<file path="src/rtl/slot_intrpt_capture.sv">
// rtl/slot_intrpt_capture.sv - per-slot interrupt sync, debounce, sticky edge capture, aggregate irq and snapshot read
module slot_intrpt_capture #(
  parameter int NUM_SLOTS            = 7,
  parameter int NUM_INTRPTS_PER_SLOT = 3,
  parameter int DEBOUNCE_CYCLES      = 1000,
  parameter int CNT_WIDTH            = 10,
  localparam int N                   = NUM_SLOTS * NUM_INTRPTS_PER_SLOT
) (
  input  logic                            clk,
  input  logic                            resetn,
  input  logic [N-1:0]                    pin_intrpt,
  input  logic [N-1:0]                    rise_en,
  input  logic [N-1:0]                    fall_en,
  input  logic [N-1:0]                    irq_mask,
  input  logic                            clr_valid,
  input  logic [N-1:0]                    clr_mask,
  output logic                            clr_ack,
  input  logic                            rd_req,
  input  logic [2:0]                      rd_slot,
  output logic                            rd_ack,
  output logic [2*NUM_INTRPTS_PER_SLOT-1:0] rd_data,
  output logic [N-1:0]                    intrpt_level,
  output logic [N-1:0]                    intrpt_status,
  output logic                            irq_n
);

  localparam int K = NUM_INTRPTS_PER_SLOT;
  localparam logic [CNT_WIDTH-1:0] CNT_LAST = CNT_WIDTH'(DEBOUNCE_CYCLES - 1);
  localparam logic [0:0] RD_IDLE = 1'b0;
  localparam logic [0:0] RD_ACK  = 1'b1;

  logic [N-1:0]         s1;
  logic [N-1:0]         s2;
  logic [N-1:0]         level;
  logic [N-1:0]         status;
  logic [N-1:0]         accept;
  logic [N-1:0]         rise;
  logic [N-1:0]         fall;
  logic [N-1:0]         clr_vec;
  logic [CNT_WIDTH-1:0] cnt [N];
  logic [0:0]           rd_state;
  logic [2*K-1:0]       rd_sel;

  // A line is accepted on the edge where it has disagreed with level for DEBOUNCE_CYCLES cycles.
  always_comb begin
    accept = '0;
    for (int i = 0; i < N; i++) begin
      accept[i] = (s2[i] != level[i]) && (cnt[i] == CNT_LAST);
    end
  end

  assign rise    = accept & s2 & rise_en;
  assign fall    = accept & ~s2 & fall_en;
  assign clr_vec = clr_valid ? clr_mask : '0;

  always_ff @(posedge clk) begin
    if (!resetn) begin
      s1      <= '1;
      s2      <= '1;
      level   <= '1;
      status  <= '0;
      irq_n   <= 1'b1;
      clr_ack <= 1'b0;
      for (int i = 0; i < N; i++) begin
        cnt[i] <= '0;
      end
    end else begin
      s1 <= pin_intrpt;
      s2 <= s1;
      for (int i = 0; i < N; i++) begin
        if (s2[i] == level[i]) begin
          cnt[i] <= '0;
        end else if (accept[i]) begin
          level[i] <= s2[i];
          cnt[i]   <= '0;
        end else begin
          cnt[i] <= cnt[i] + 1'b1;
        end
      end
      // Set after clear so a same-edge event survives the clear.
      status  <= (status & ~clr_vec) | rise | fall;
      irq_n   <= ~|(status & irq_mask);
      clr_ack <= clr_valid;
    end
  end

  always_comb begin
    rd_sel = '0;
    for (int s = 0; s < NUM_SLOTS; s++) begin
      if (int'(rd_slot) == s) begin
        rd_sel = {status[s*K +: K], level[s*K +: K]};
      end
    end
  end

  always_ff @(posedge clk) begin
    if (!resetn) begin
      rd_state <= RD_IDLE;
      rd_ack   <= 1'b0;
      rd_data  <= '0;
    end else begin
      case (rd_state)
        RD_IDLE: begin
          if (rd_req) begin
            rd_data  <= rd_sel;
            rd_ack   <= 1'b1;
            rd_state <= RD_ACK;
          end
        end
        default: begin
          rd_ack   <= 1'b0;
          rd_state <= RD_IDLE;
        end
      endcase
    end
  end

  assign intrpt_level  = level;
  assign intrpt_status = status;

endmodule
</file>
<file path="config.mk">
export PLATFORM = sky130hd
export DESIGN_NAME = slot_intrpt_capture
export DESIGN_NICKNAME = d
export VERILOG_FILES = /design/src/rtl/slot_intrpt_capture.sv
export SDC_FILE = /design/constraint.sdc
export NUM_CORES = 1
export LEC_CHECK = 0
export ABC_AREA = 1
export BUFFER_PORTS_ARGS = -buffer_cell sky130_fd_sc_hd__buf_2
export CAP_MARGIN = 20
export CORE_MARGIN = 2
export CORE_UTILIZATION = 40
export DETAILED_ROUTE_END_ITERATION = 10
export HOLD_SLACK_MARGIN = 0.08
export PLACE_DENSITY = 0.55
export SYNTH_ARGS = -nofsm -noshare
export SYNTH_HDL_FRONTEND = slang
export SYNTH_SLANG_ARGS = --single-unit
</file>
<file path="constraint.sdc">
create_clock -name clk -period 3.3 [get_ports clk]
set_input_delay 0.495 -clock clk [delete_from_list [all_inputs] [get_ports clk]]
set_output_delay 0.495 -clock clk [all_outputs]
set_load 0.005 [all_outputs]
</file>
==> metrics.cfg <==
[timing]
slew-limit-headroom_pct=52.1
timing_hold_violations_final=0
grt_setup_unrepaired=no
fin_tns_setup_ns=0
worst_slew_pin_slew_ns=0.718
setup_viol=0
timing.final.max_slew_violations=0
final_critical_path_setup_slack_ns=1.51
shortest_clock_period_the_worst_path_allows_after_layout_ns=1.79
worst_clock_skew_ns=0.0122
max_clock_freq_mhz=558
period_share_pct=54.3

[critical_path]
crit_start=intrpt_status[13]
cp_data_required_time_ns=2.80
crit_path_cell_trace=buf_2
path_max_fanout=4
worstSetupPathDepth=1
critPathTopFamily=flip-flops
timing.setup.critical_path_class=register to output pin
critPathBufInv=1
worstSetupEndpointType=output pin
cpPeakStageDelay_ns=0.57
rr_worst_depth=5
critical_path.startpoint_type=register
reg2reg_setup_slack_ns=1.57
worst_r2r_startpoint=cnt[0][20]
arrival_ns=1.30
timing.critical_path.slowest_stage_cell=dfxtp_1
critical_path.reg2reg.endpoint=cnt[0][29]
crit_path_end=intrpt_status[13]

[detailed_routing]
post-route-drc-count=0
post_drt_wl_per_cell_microns=13.1
detail_route.vias_per_cell=4.57
drtIter0Drc=740
drt_first_pass_iters=5
ant_nets=0
via_count=12200
totalWireLength_mm=35.1

[clock_network]
numCtsBuffers=37
h-tree-depth=2
cts_sinks=304
post_cts_hold_buffer_count=0
worstSkewPairLatency_ns=0.53
cts_repair_resize_count=0
cts.reportedPaths.clkPinSlew_ns=0.06
cts.repair_timing.setup_buffer_count=0
cts_tree=built
clockRootBuffer=clkbuf_16
cts-root-to-sink-buffers=3

[cells_and_area]
nets=2269
mostFrequentLayoutCells=nand2_1 (322), nor2_1 (251), inv_1 (219)
num-fill-cells=3848
areaGrowthSynthToFinish_pct=20.9
final_layout_size_suffix_gt1_share_pct=16.6
layout.cells.most_common=nand2_1
final-seq-area_sq_mm=0.00819
area_occupied_by_multi_input_gates_sq_mm=0.00708

[synthesis]
yosysTopAreaCell=edfxtp_1
synth_edf_count=210
netlist_instances=1743
postSynth.topFlopCell=edfxtp_1
netlist_area_sq_mm=0.0155
netlist-cell-type-count=51
ys_async_sr_fraction_pct=0
synth_largest_type_area_fraction_pct=40.8
register_bit_total_from_synthesis=304
synth_warnings=0
syn_area_per_cell_sq_um=8.88
yosys-top-cells-area=edfxtp_1 (41%), dfxtp_1 (12%), nand2_1 (7.8%)
seq_area_frac_synth_pct=52.9

[global_route]
antenna_violations_before_repair=5
gr-total-overflow=0
groute.usage.overall_pct=17.8
grt_start_max_net_pins=51
global_route_wire_length_before_repair_mm=57.5
first_global_vias=11600

[power_and_ir_drop]
ir_worst_vdd_mv=0.354
cellLeakagePower_nw=8.37
powerDensity_mw_per_mm2=455
total_power_w=0.00851

[job]
maxCapViolations=0

[floorplanning]
area_of_the_core_sq_mm=0.0384
dieHeight_microns=201
die_width_microns=201
num_io_pins=163
die_area_sq_mm=0.0403
initial_utilization_pct=40.3
placement_rows=72

[place]
sum_of_net_half_perimeters_after_detailed_placement_mm=26.7
place_ws_ns=1.29
placement.io_buffers=162
placer_s_final_routability_congestion_estimate=0.774

[status]
run_status=completed

[worst_hold_path]
hp-class=input port to register

-- power by group --
group	leakage (nW)	internal (W)	total, W	switching (W)
sequential	2.94	0.00422	0.00432	0.000107
clock	0.525	0.00218	0.00374	0.00156
combinational	4.91	0.000167	0.000449	0.000283
-- state kept, by name, summed over array words and instances, names as in the netlist --
register and count:
s2 21, rd_data 6, rd_ack 1, intrpt_level 21, clr_ack 1, rd_state 1
cnt 210, intrpt_status 21, s1 21, irq_n 1
-- cells in the mapped netlist (2+ instances only) --
cell	instances
a31oi_1	8
and3_1	9
or2_1	3
o21ai_0	35
and2_1	2
nor2_2	18
nand3b_1	2
nand2_1	322
nand4_1	42
or2_0	4
o211ai_2	3
a21oi_2	2
edfxtp_1	210
a21oi_1	73
xnor2_1	14
nor3_4	7
o211ai_1	15
nor3b_2	4
nand3_1	114
buf_4	4
dfxtp_1	94
nand2_4	3
nor3b_1	21
nor3_2	16
nor4_2	3
or2_2	46
a221oi_1	2
buf_6	4
o21bai_1	3
nor2_1	251
ha_1	21
xor2_1	35
o21ai_1	2
nor3_1	64
inv_2	8
nand3_2	20
buf_2	6
nand2_2	10
clkbuf_1	6
inv_1	219
nor4_1	3
o21a_1	6
-- cell families (layout without fill, tap and decap cells) --
group                    count (synthesis)  in the layout  synth area share [%]
AND/OR/NAND/NOR                        968            968                  30.5
flip-flops                             304            304                  52.9
buffers and inverters                  248            458                  6.37
AO/OA/AOI/OAI                          152            152                  5.68
XOR/XNOR                                49             49                  2.77
adder cells (fa/ha/maj)                 21             21                  1.70
other                                    1            212                0.0242
-- final cells by class --
| cell class | count | share of cell area, % |
|---|---|---|
| Clock buffer | 55 | 5.36 |
| Tap cell | 518 | 3.46 |
| Timing Repair Buffer | 165 | 4.52 |
| Multi-Input combinational cell | 1400 | 37.9 |
| Antenna cell | 2 | 0.0267 |
| Sequential cell | 304 | 43.8 |
| Inverter | 228 | 4.59 |
| Clock inverter | 10 | 0.428 |
-- layer usage --
layer / wire length, microns / global-route usage [%] / vias to the layer above / share of wire [%]
met5: 18 / 0 / - / 0.051
met4: 644 / 4.50 / 4 / 1.8
met3: 2280 / 5.00 / 44 / 6.5
met2: 15400 / 28.5 / 215 / 44
met1: 16800 / 23.9 / 5570 / 48
li1: - / - / 6415 / -
-- how the worst min path moves through the flow --
stage | from | to | slack [ns] | cells past startpoint
3_5_place_dp | s1[16] | s2[16] | 0.40 | 1
3_3_place_gp | s1[15] | s2[15] | 0.39 | 1
2_1_floorplan | s1[18] | s2[18] | 0.39 | 1
5_1_grt | pin_intrpt[10] | s1[10] | 0.12 | 2
4_1_cts | pin_intrpt[12] | s1[12] | 0.11 | 2
6_report | pin_intrpt[12] | s1[12] | 0.14 | 2
-- stage by stage --
step,util [%],cell area (sq um),std cells,hold WS (ns)
after floorplan,-,16300,1952,0.386
after global placement,45.9,17600,2615,0.394
after detailed placement,45.9,17600,2615,0.398
after CTS,48.7,18700,2680,0.107
after global routing,48.7,18700,2680,0.125
final,48.8,18700,2682,0.144
(Power assumes the default switching activity.)
